==> src/rtl/bus_bridge_gen_if.sv <==
// CPU-side and slot-side signal bundle for the bus bridge.
// The bridge connects through the slave modport and the environment through the master modport.
interface bus_bridge_gen_if #(
  parameter int SLOT_BITS = 3,
  parameter int REG_BITS  = 4,
  parameter int ADDR_W    = 19
);
  localparam int NSLOT = 2 ** SLOT_BITS;

  logic                  as_n;
  logic                  uds_n;
  logic                  lds_n;
  logic                  rw;
  logic [2:0]            cpu_fc;
  logic                  fpga_cs_n;
  logic [ADDR_W-1:0]     cpu_addr;
  logic [15:0]           cpu_wdata;
  logic [15:0]           cpu_rdata;
  logic                  oe_h;
  logic                  oe_l;
  logic                  dtack_n;
  logic                  berr_n;
  logic                  vpa_n;
  logic [7:0]            intr_vector;
  logic                  intr_dtack_n;
  logic                  intr_vpa_n;
  logic [NSLOT-1:0]      s_sel;
  logic                  s_stb;
  logic [REG_BITS-1:0]   s_addr;
  logic                  s_we;
  logic [1:0]            s_be;
  logic [15:0]           s_wdata;
  logic [NSLOT*16-1:0]   s_rdata;
  logic [NSLOT-1:0]      s_ack;

  modport master (
    output as_n, uds_n, lds_n, rw, cpu_fc, fpga_cs_n, cpu_addr, cpu_wdata,
    output intr_vector, intr_dtack_n, intr_vpa_n, s_rdata, s_ack,
    input  cpu_rdata, oe_h, oe_l, dtack_n, berr_n, vpa_n,
    input  s_sel, s_stb, s_addr, s_we, s_be, s_wdata
  );

  modport slave (
    input  as_n, uds_n, lds_n, rw, cpu_fc, fpga_cs_n, cpu_addr, cpu_wdata,
    input  intr_vector, intr_dtack_n, intr_vpa_n, s_rdata, s_ack,
    output cpu_rdata, oe_h, oe_l, dtack_n, berr_n, vpa_n,
    output s_sel, s_stb, s_addr, s_we, s_be, s_wdata
  );
endinterface

==> src/rtl/bus_bridge_gen.sv <==
// Asynchronous CPU bus to slotted register bus bridge: decodes a strobe into a slot access,
// completes on fixed wait or slave ack (with timeout), and passes interrupt-acknowledge cycles through.
module bus_bridge_gen #(
  parameter int                      SLOT_BITS = 3,
  parameter int                      REG_BITS  = 4,
  parameter int                      ADDR_W    = 19,
  parameter logic [2**SLOT_BITS-1:0] ACK_MASK  = '0,
  parameter int                      WAIT_CYC  = 2,
  parameter int                      TIMEOUT   = 255
) (
  input logic             clk,
  input logic             rst,
  bus_bridge_gen_if.slave bus
);
  localparam int NSLOT  = 2 ** SLOT_BITS;
  localparam int DEC_LO = SLOT_BITS + REG_BITS;
  localparam logic [9:0] WAIT_LAST = 10'(WAIT_CYC);
  localparam logic [9:0] TO_LAST   = 10'(TIMEOUT - 1);

  typedef enum logic [2:0] {IDLE, ACCESS, DONE, BERR, IACK} state_e;

  state_e               state_q, state_d;
  logic                 as_meta_q, as_meta_d;
  logic                 as_s_q, as_s_d;
  logic [1:0]           sync_vld_q, sync_vld_d;
  logic                 armed_q, armed_d;
  logic [SLOT_BITS-1:0] slot_q, slot_d;
  logic [REG_BITS-1:0]  s_addr_q, s_addr_d;
  logic                 s_we_q, s_we_d;
  logic [1:0]           s_be_q, s_be_d;
  logic [15:0]          s_wdata_q, s_wdata_d;
  logic [15:0]          cpu_rdata_q, cpu_rdata_d;
  logic [9:0]           cnt_q, cnt_d;
  logic [NSLOT-1:0]     s_sel_q, s_sel_d;
  logic                 s_stb_q, s_stb_d;
  logic                 dtack_n_q, dtack_n_d;
  logic                 berr_n_q, berr_n_d;

  logic strobe_any, unmapped, ack_slot, ack_hit;

  always_comb begin
    strobe_any = ~bus.uds_n | ~bus.lds_n;
    unmapped   = |bus.cpu_addr[ADDR_W-1:DEC_LO];
    ack_slot   = ACK_MASK[slot_q];
    ack_hit    = bus.s_ack[slot_q];
  end

  always_comb begin
    // NOTE: every variable gets a default before any branch so no latch is inferred.
    state_d     = state_q;
    armed_d     = armed_q;
    slot_d      = slot_q;
    s_addr_d    = s_addr_q;
    s_we_d      = s_we_q;
    s_be_d      = s_be_q;
    s_wdata_d   = s_wdata_q;
    cpu_rdata_d = cpu_rdata_q;
    cnt_d       = '0;
    as_meta_d   = bus.as_n;
    as_s_d      = as_meta_q;
    sync_vld_d  = {sync_vld_q[0], 1'b1};

    // Only a genuinely synchronised strobe-high (not the reset value) re-arms decode.
    if (as_s_q && sync_vld_q[1]) armed_d = 1'b1;

    case (state_q)
      IDLE: begin
        if (armed_q && !as_s_q) begin
          if (bus.cpu_fc == 3'b111) begin
            state_d = IACK;
          end else if (!bus.fpga_cs_n && strobe_any) begin
            if (unmapped) begin
              state_d = BERR;
            end else begin
              state_d   = ACCESS;
              slot_d    = bus.cpu_addr[DEC_LO-1:REG_BITS];
              s_addr_d  = bus.cpu_addr[REG_BITS-1:0];
              s_we_d    = ~bus.rw;
              s_be_d    = {~bus.uds_n, ~bus.lds_n};
              s_wdata_d = bus.cpu_wdata;
            end
          end
        end
      end
      ACCESS: begin
        cnt_d = cnt_q + 10'd1;
        if (as_s_q) begin
          state_d = IDLE;
        end else if (ack_slot) begin
          if (ack_hit)                 state_d = DONE;
          else if (cnt_q == TO_LAST)   state_d = BERR;
        end else if (cnt_q == WAIT_LAST) begin
          state_d = DONE;
        end
        if (state_d == DONE && !s_we_q)
          cpu_rdata_d = bus.s_rdata[16*int'(slot_q) +: 16];
      end
      DONE, BERR, IACK: begin
        if (as_s_q) state_d = IDLE;
      end
      default: state_d = IDLE;
    endcase

    if (state_q == IDLE && state_d != IDLE) armed_d = 1'b0;

    s_sel_d = '0;
    if (state_d == ACCESS) s_sel_d[slot_d] = 1'b1;
    s_stb_d   = (state_q == IDLE) && (state_d == ACCESS);
    dtack_n_d = (state_d != DONE);
    berr_n_d  = (state_d != BERR);
  end

  // NOTE: sequential state uses non-blocking assignments so all flops update together.
  always_ff @(posedge clk or posedge rst) begin
    if (rst) begin
      state_q     <= IDLE;
      as_meta_q   <= 1'b1;
      as_s_q      <= 1'b1;
      sync_vld_q  <= '0;
      armed_q     <= 1'b0;
      slot_q      <= '0;
      s_addr_q    <= '0;
      s_we_q      <= 1'b0;
      s_be_q      <= '0;
      s_wdata_q   <= '0;
      cpu_rdata_q <= 16'hFFFF;
      cnt_q       <= '0;
      s_sel_q     <= '0;
      s_stb_q     <= 1'b0;
      dtack_n_q   <= 1'b1;
      berr_n_q    <= 1'b1;
    end else begin
      state_q     <= state_d;
      as_meta_q   <= as_meta_d;
      as_s_q      <= as_s_d;
      sync_vld_q  <= sync_vld_d;
      armed_q     <= armed_d;
      slot_q      <= slot_d;
      s_addr_q    <= s_addr_d;
      s_we_q      <= s_we_d;
      s_be_q      <= s_be_d;
      s_wdata_q   <= s_wdata_d;
      cpu_rdata_q <= cpu_rdata_d;
      cnt_q       <= cnt_d;
      s_sel_q     <= s_sel_d;
      s_stb_q     <= s_stb_d;
      dtack_n_q   <= dtack_n_d;
      berr_n_q    <= berr_n_d;
    end
  end

  // Interrupt-acknowledge handshakes and vector bypass the registers.
  assign bus.s_sel     = s_sel_q;
  assign bus.s_stb     = s_stb_q;
  assign bus.s_addr    = s_addr_q;
  assign bus.s_we      = s_we_q;
  assign bus.s_be      = s_be_q;
  assign bus.s_wdata   = s_wdata_q;
  assign bus.berr_n    = berr_n_q;
  assign bus.dtack_n   = (state_q == IACK) ? bus.intr_dtack_n : dtack_n_q;
  assign bus.vpa_n     = (state_q == IACK) ? bus.intr_vpa_n : 1'b1;
  assign bus.cpu_rdata = (state_q == IACK) ? {cpu_rdata_q[15:8], bus.intr_vector} : cpu_rdata_q;
  assign bus.oe_h      = (state_q == DONE) & ~s_we_q & s_be_q[1];
  assign bus.oe_l      = (state_q == IACK) | ((state_q == DONE) & ~s_we_q & s_be_q[0]);
endmodule

==> src/flat_wrapper.sv <==
// flat-port wrapper written by rule: the top's interface ports become plain ports
module bus_bridge_gen_flat 
#(
  parameter int                      SLOT_BITS = 3,
  parameter int                      REG_BITS  = 4,
  parameter int                      ADDR_W    = 19,
  parameter logic [2**SLOT_BITS-1:0] ACK_MASK  = '0,
  parameter int                      WAIT_CYC  = 2,
  parameter int                      TIMEOUT   = 255
)
  (clk, rst, bus_as_n, bus_uds_n, bus_lds_n, bus_rw, bus_cpu_fc, bus_fpga_cs_n, bus_cpu_addr, bus_cpu_wdata, bus_intr_vector, bus_intr_dtack_n, bus_intr_vpa_n, bus_s_rdata, bus_s_ack, bus_cpu_rdata, bus_oe_h, bus_oe_l, bus_dtack_n, bus_berr_n, bus_vpa_n, bus_s_sel, bus_s_stb, bus_s_addr, bus_s_we, bus_s_be, bus_s_wdata);
  bus_bridge_gen_if #(.SLOT_BITS(SLOT_BITS), .REG_BITS(REG_BITS), .ADDR_W(ADDR_W)) bus_i ();
  input logic clk;
  input logic rst;
  input wire logic [$bits(bus_i.as_n)-1:0] bus_as_n;
  input wire logic [$bits(bus_i.uds_n)-1:0] bus_uds_n;
  input wire logic [$bits(bus_i.lds_n)-1:0] bus_lds_n;
  input wire logic [$bits(bus_i.rw)-1:0] bus_rw;
  input wire logic [$bits(bus_i.cpu_fc)-1:0] bus_cpu_fc;
  input wire logic [$bits(bus_i.fpga_cs_n)-1:0] bus_fpga_cs_n;
  input wire logic [$bits(bus_i.cpu_addr)-1:0] bus_cpu_addr;
  input wire logic [$bits(bus_i.cpu_wdata)-1:0] bus_cpu_wdata;
  input wire logic [$bits(bus_i.intr_vector)-1:0] bus_intr_vector;
  input wire logic [$bits(bus_i.intr_dtack_n)-1:0] bus_intr_dtack_n;
  input wire logic [$bits(bus_i.intr_vpa_n)-1:0] bus_intr_vpa_n;
  input wire logic [$bits(bus_i.s_rdata)-1:0] bus_s_rdata;
  input wire logic [$bits(bus_i.s_ack)-1:0] bus_s_ack;
  output wire logic [$bits(bus_i.cpu_rdata)-1:0] bus_cpu_rdata;
  output wire logic [$bits(bus_i.oe_h)-1:0] bus_oe_h;
  output wire logic [$bits(bus_i.oe_l)-1:0] bus_oe_l;
  output wire logic [$bits(bus_i.dtack_n)-1:0] bus_dtack_n;
  output wire logic [$bits(bus_i.berr_n)-1:0] bus_berr_n;
  output wire logic [$bits(bus_i.vpa_n)-1:0] bus_vpa_n;
  output wire logic [$bits(bus_i.s_sel)-1:0] bus_s_sel;
  output wire logic [$bits(bus_i.s_stb)-1:0] bus_s_stb;
  output wire logic [$bits(bus_i.s_addr)-1:0] bus_s_addr;
  output wire logic [$bits(bus_i.s_we)-1:0] bus_s_we;
  output wire logic [$bits(bus_i.s_be)-1:0] bus_s_be;
  output wire logic [$bits(bus_i.s_wdata)-1:0] bus_s_wdata;
  assign bus_i.as_n = bus_as_n;
  assign bus_i.uds_n = bus_uds_n;
  assign bus_i.lds_n = bus_lds_n;
  assign bus_i.rw = bus_rw;
  assign bus_i.cpu_fc = bus_cpu_fc;
  assign bus_i.fpga_cs_n = bus_fpga_cs_n;
  assign bus_i.cpu_addr = bus_cpu_addr;
  assign bus_i.cpu_wdata = bus_cpu_wdata;
  assign bus_i.intr_vector = bus_intr_vector;
  assign bus_i.intr_dtack_n = bus_intr_dtack_n;
  assign bus_i.intr_vpa_n = bus_intr_vpa_n;
  assign bus_i.s_rdata = bus_s_rdata;
  assign bus_i.s_ack = bus_s_ack;
  assign bus_cpu_rdata = bus_i.cpu_rdata;
  assign bus_oe_h = bus_i.oe_h;
  assign bus_oe_l = bus_i.oe_l;
  assign bus_dtack_n = bus_i.dtack_n;
  assign bus_berr_n = bus_i.berr_n;
  assign bus_vpa_n = bus_i.vpa_n;
  assign bus_s_sel = bus_i.s_sel;
  assign bus_s_stb = bus_i.s_stb;
  assign bus_s_addr = bus_i.s_addr;
  assign bus_s_we = bus_i.s_we;
  assign bus_s_be = bus_i.s_be;
  assign bus_s_wdata = bus_i.s_wdata;
  bus_bridge_gen #(.SLOT_BITS(SLOT_BITS), .REG_BITS(REG_BITS), .ADDR_W(ADDR_W), .ACK_MASK(ACK_MASK), .WAIT_CYC(WAIT_CYC), .TIMEOUT(TIMEOUT)) u_core (.clk(clk), .rst(rst), .bus(bus_i));
endmodule
==> config.mk <==
export PLATFORM = sky130hd
export DESIGN_NAME = bus_bridge_gen_flat
export DESIGN_NICKNAME = d
export VERILOG_FILES = /design/src/rtl/bus_bridge_gen_if.sv /design/src/rtl/bus_bridge_gen.sv /design/src/flat_wrapper.sv
export SDC_FILE = /design/constraint.sdc
export NUM_CORES = 1
export LEC_CHECK = 0
export CAP_MARGIN = 20
export CORE_MARGIN = 8
export CORE_UTILIZATION = 25
export CTS_CLUSTER_SIZE = 8
export DETAILED_ROUTE_END_ITERATION = 12
export PLACE_DENSITY_LB_ADDON = 0.08
export SLEW_MARGIN = 20
export SYNTH_ARGS = -nofsm -noshare
export SYNTH_HDL_FRONTEND = slang
export SYNTH_SLANG_ARGS = --single-unit
==> constraint.sdc <==
create_clock -name clk -period 2.5 [get_ports clk]
set_input_delay 0.375 -clock clk [delete_from_list [all_inputs] [get_ports clk]]
set_output_delay 0.375 -clock clk [all_outputs]
set_load 0.05 [all_outputs]
* Word-level counts from Yosys, hierarchy flattened
Memory sizes are Yosys's and may differ from the RTL's.
Index checks and enable logic that the tools add are counted.
** Word-level totals
- Latch bits :: 0
- Register bits :: 71
- Memory bits (read-only) :: 8
- Logic and storage cells :: 90
- Bits in writable memories :: 0
- Memories :: 1
** Operators by class
- Bitwise gates (word level) :: 11
- Add/subtract/negate cells :: 1
- Equality and inequality tests :: 11
- Order comparisons :: 3
- Shifts and indexed selects :: 1
- Divide/modulo/power cells :: 0
- Muxes and demuxes :: 29
- Reduce and logical (&&, ||, !) cells :: 17
- Multipliers :: 0
** Memories
- (name not given) :: words 8, bits a word 1, read ports 1, clocked after Yosys merged registers in 0, write ports 0, RTL line bus_bridge_gen.sv:44 : ack_slot = ACK_MASK[slot_q];
** Operators with widths (number)
- indexed part select 128 x 8 -> 16 bit :: 1
- two-way mux 3 bit :: 15
- two-way mux 8 bit :: 2
- OR reduction 12 bit :: 1
- adder 10 x 1 -> 10 bit, second input constant :: 1
- equality test 10 x 2 -> 1 bit, second input constant :: 1
- equality test 10 x 8 -> 1 bit, second input constant :: 1
- two-way mux 10 bit :: 1
- equality test 3 x 2 -> 1 bit, second input constant :: 3
- one-hot mux 3 bit (3 select lines) :: 1
- < comparator 3 x 4 -> 1 bit, second input constant :: 2
- logical AND 1 bit :: 7
- two-way mux 1 bit :: 7
- equality test 3 x 1 -> 1 bit, second input constant :: 2
- equality test 3 bit, second input constant :: 2
- inequality test 3 x 2 -> 1 bit, second input constant :: 2
- NOT 1 bit :: 6
- AND reduction 5 bit :: 1
- AND 1 bit :: 3
- binary-select mux 1 bit (select 3 bit) :: 1
- demux 1 bit (select 3 bit) :: 1
- greater-or-equal comparator 3 x 1 -> 1 bit, second input constant :: 1
- logical NOT 1 bit :: 3
- logical NOT 3 bit :: 1
- other kinds (6) :: 7

* Logic depth before layout (Yosys ltp)
Gate-level depths: netlist (run 1).
- Word-level depth :: 12
- Mapped depth :: 7
- Mapped depth without buffers :: 5

* Worst setup path before layout (run 1)
No wires, ideal clock.
- Kind :: reg2out
- From :: reg u_core.s_be_q[1], in the netlist u_core.bus.s_be[1]
- To :: out bus_oe_h
- Required time :: 2.125 ns
- Cell stages (with the launch flop) :: 3
- Data arrival time :: 2.229 ns
- Setup slack :: -0.104 ns
- Cells stage by stage :: dfrtp_1 -> inv_1 -> nor4_1
** Between the ends
- Longest elaborated chain between the ends :: 1
** RTL lines
- from (decl) :: RTL line bus_bridge_gen.sv:30 : logic [1:0] s_be_q, s_be_d;
- from (signal assigned) :: RTL line bus_bridge_gen.sv:124 : s_be_q <= '0;
- from (signal assigned) :: RTL line bus_bridge_gen.sv:141 : s_be_q <= s_be_d;
- AND 1 bit :: RTL line bus_bridge_gen.sv:163 : assign bus.oe_h = (state_q == DONE) & ~s_we_q & s_be_q[1];
- to (decl) :: RTL line flat_wrapper.sv:29 : output wire logic [$bits(bus_i.oe_h)-1:0] bus_oe_h;
No other way between the ends.

* Worst setup path in the final report (run 1)
- From :: reg u_core.state_q[2]
- To :: out bus_vpa_n
** Between the ends
- Longest elaborated chain between the ends :: 2
** RTL lines
- from (decl) :: RTL line bus_bridge_gen.sv:22 : state_e state_q, state_d;
- from (signal assigned) :: RTL line bus_bridge_gen.sv:133 : state_q <= state_d;
- equality test 3 bit :: RTL line bus_bridge_gen.sv:161 : assign bus.vpa_n = (state_q == IACK) ? bus.intr_vpa_n : 1'b1;
- two-way mux 1 bit :: RTL line bus_bridge_gen.sv:161
- to (decl) :: RTL line flat_wrapper.sv:33 : output wire logic [$bits(bus_i.vpa_n)-1:0] bus_vpa_n;
No other way between the ends.

==> results of run 1 <==
flip-flops by register name, indices dropped and copies added, names as in the netlist:
signal / flops
u_core.bus.s_wdata: 16
u_core.sync_vld_q: 2
u_core.cpu_rdata_q: 16
u_core.bus.berr_n: 1
u_core.cnt_q: 10
u_core.dtack_n_q: 1
u_core.as_s_q: 1
u_core.as_meta_q: 1
u_core.bus.s_be: 2
u_core.slot_q: 3
u_core.state_q: 3
u_core.bus.s_addr: 4
u_core.bus.s_stb: 1
u_core.armed_q: 1
u_core.bus.s_sel: 8
u_core.bus.s_we: 1
synthesized netlist by cell type (all sizes together) (2+ instances only):
cell    instances
a21oi           7
and4            2
buf            17
clkbuf          7
dfrtp          51
dfstp          20
ha              2
inv             6
mux2           63
mux4           32
nand2           7
nand2b          6
nand3           6
nand4           4
nor2           12
nor4            6
o21ai           4
o22a            2
o22ai           5
o32ai           4
or2             2
or3             2
or3b            4
xor2            5
metrics by stage:
stage	instance area, um2	total power [mW]
after floorplan	4070	1.70
after global placement	6660	2.13
after detailed placement	6660	2.14
after CTS	6970	3.49
after global routing	6970	3.58
final	6970	3.42
area by class of cell:
type | count | area share (%)
Timing Repair Buffer | 246 | 35.2
Multi-Input combinational cell | 188 | 30.2
Sequential cell | 71 | 25.9
Tap cell | 216 | 3.88
Clock buffer | 12 | 3.68
Clock inverter | 4 | 0.771
Inverter | 6 | 0.341
report_power, final:
| part | switching, mW | internal, mW |
|---|---|---|
| Combinational | 0.361 | 0.463 |
| Clock | 0.482 | 0.828 |
| Sequential | 0.0518 | 1.23 |
cells by family (layout without fill, tap and decap cells):
group,after synthesis,count (layout),share of synthesized area [%]
xor gates and xnor gates,6,6,1.29
adders and majority gates,2,2,0.615
DFF,71,71,44.3
other,1,1,0.0922
muxes,96,96,36.3
buffers and inverters,30,268,4.09
and+or+nand+nor,56,56,8.77
AOI/OAI and AO/OA,27,27,4.49
metal layers:
metal	GRT usage [%]	vias to the layer above	routed length [um]
li1	-	1566	-
met1	16.0	1679	5790
met2	24.3	138	7240
met3	4.88	14	1290
met4	4.81	0	213
met5	0	-	0
path summary, 6_finish.rpt:
| kind | endpoint | slack [ns] | cells after the start |
|---|---|---|---|
| min in group asynchronous | u_core.bus.s_addr[1]$_DFFE_PP0P_ | 0.38 | 2 |
| max reg2reg | u_core.cpu_rdata_q[9]$_DFFE_PP1P_ | 0.43 | 4 |
| min | u_core.sync_vld_q[1]$_DFF_PP0_ | 0.34 | 0 |
| max | bus_vpa_n | 0.09 | 4 |
| max in group asynchronous | u_core.cpu_rdata_q[11]$_DFFE_PP1P_ | 1.44 | 3 |
| min reg2reg | u_core.sync_vld_q[1]$_DFF_PP0_ | 0.34 | 0 |
==> results.md, run 1 <==
- Final hold viol count: 0
- Yosys top cell area share: 31.4%
- TritonRoute pass-1 iters: 4
- Area of the multi-input gates: 0.00211 mm2
- DP Worst Slack: around 0.26 ns
- EDFF count, synth: 0
- LEAKAGE: 2.75 nW
- Antenna Diode Count: 0
- Setup Buffers After CTS: 0
- CP Capture Type: output port
- PortBufs: 235
- Arrival @ worst endpoint: 2.03 ns
- Root buffer cell: clkbuf_16
- Post-synthesis sequential area ratio: approximately 44%
- CP delay by family, top: buffers and inverters
- Core Box Area: 0.0159 mm2
- # hold bufs at CTS: 0
- Post-CTS Resized: 0
- Reg area: 0.00180 mm2
- Sink Count: 71
- Initial antenna violation count: 0
- Fin cells: 743
- FF-to-FF Start: u_core.state_q[1]$_DFF_PP0_
- Initial drt markers: 91
- # DRC: 0
- Post-synth net total: approximately 480
- Critical-path maximum fanout: 8
- Final Skew: 0.00594 ns
- Synth top area cells: dfrtp_1 (31%), mux4_2 (18%), mux2_2 (15%)
- WHS: 0.345 ns
- Status: finished, final reports clean
- Fmax: 0.415 GHz
- Mapped Avg Cell Area: 14.1 um2
- Post-layout util: between 40% and 50%
- Fin nets: just over 700
- Routability Congestion: approximately 0.84
- Vias in the first global route: about 3.7k
- FP Rows: 46
- Final setup violation count: 0
- Crit-path cells: nor3b_2 -> buf_4 -> nand2b_1 -> clkdlybuf4s50_1
- Area growth syn-to-layout: 71.5%
- Commonest register cell after synthesis: dfrtp_1
- Die Y: 144 um
- Wire length per cell: 19.6 um
- Die width: 144 um
- Synthesized area: 0.00407 mm2
- Final worst path period share: 96.3%
- Starting density of the core: between 20 and 30%
- Setup crit start: u_core.state_q[2]$_DFF_PP0_
- ANT nets after route: 0
- Grt ovf: 0
- TritonCTS Buffers: 9
- H-tree depth: 3
- Cells after synthesis: 289
- HP Class: reg -> reg
- GRT Total Usage: 14.1%
- Measured slew at the worst slew-check pin: 0.971 ns
- Synth cell types: 45
- Final WL: 14500 um
- Slowest-stage cell, CP: clkdlybuf4s50_1
- Share of layout cells above drive strength 1: 31.7%
- Type of the worst setup path: reg -> out
- Pwr dens: 490 mW/mm2
- DP HPWL: 11800 um
- Register bit total from synthesis: 71
- IO Pins: 244
- Min cycle time layout: 2.41 ns
- Min-delay src: u_core.sync_vld_q[0]$_DFF_PP0_
- Clock latency at the later pin of the worst-skew pair: roughly 0.33 ns
- Largest net degree at the start of global routing: 46
- Worst-case clock buffer depth: 2
- Setup repair after global routing missed its margin: no
- Max incr delay on CP: 0.80 ns
- Area leader, netlist: dfrtp_1
- Ys async rst share: 100%
- Fillers: 1524
- Yosys warnings: 0
- Fin. max-slew vios: 0
- First-pass GRT wire length: ~22000 um
- Buf/Inv on CP: 2
- Most frequent cells in the layout: clkdlybuf4s50_1 (224), mux2_2 (53), dfrtp_1 (50)
- Die area: 0.0206 mm2
- Vias per std cell: 4.57
- Total of max-cap violations: 0
- CTS tree: built
- Setup TNS: 0 ns
- DR vias: 3397
- Worst EP required: 2.12 ns
- Final WS setup: 0.0923 ns
- Commonest non-fill, non-tap cell in the layout: clkdlybuf4s50_1
- Max VDD drop: 249 uV
- Clk slew on worst S/H paths: 0.05 ns
- Startpoint types: flip-flop
- Relative slew slack: 35.3%
- Placed cell count: 727
Note: power is estimated with default switching activity, not from simulation.
==> run 2: changes to the inputs <==
Settings changed: CAP_MARGIN 20 to 10.
==> results of run 2 <==
Same layout as run 1: the final DEF is identical, and so are final timing and power.
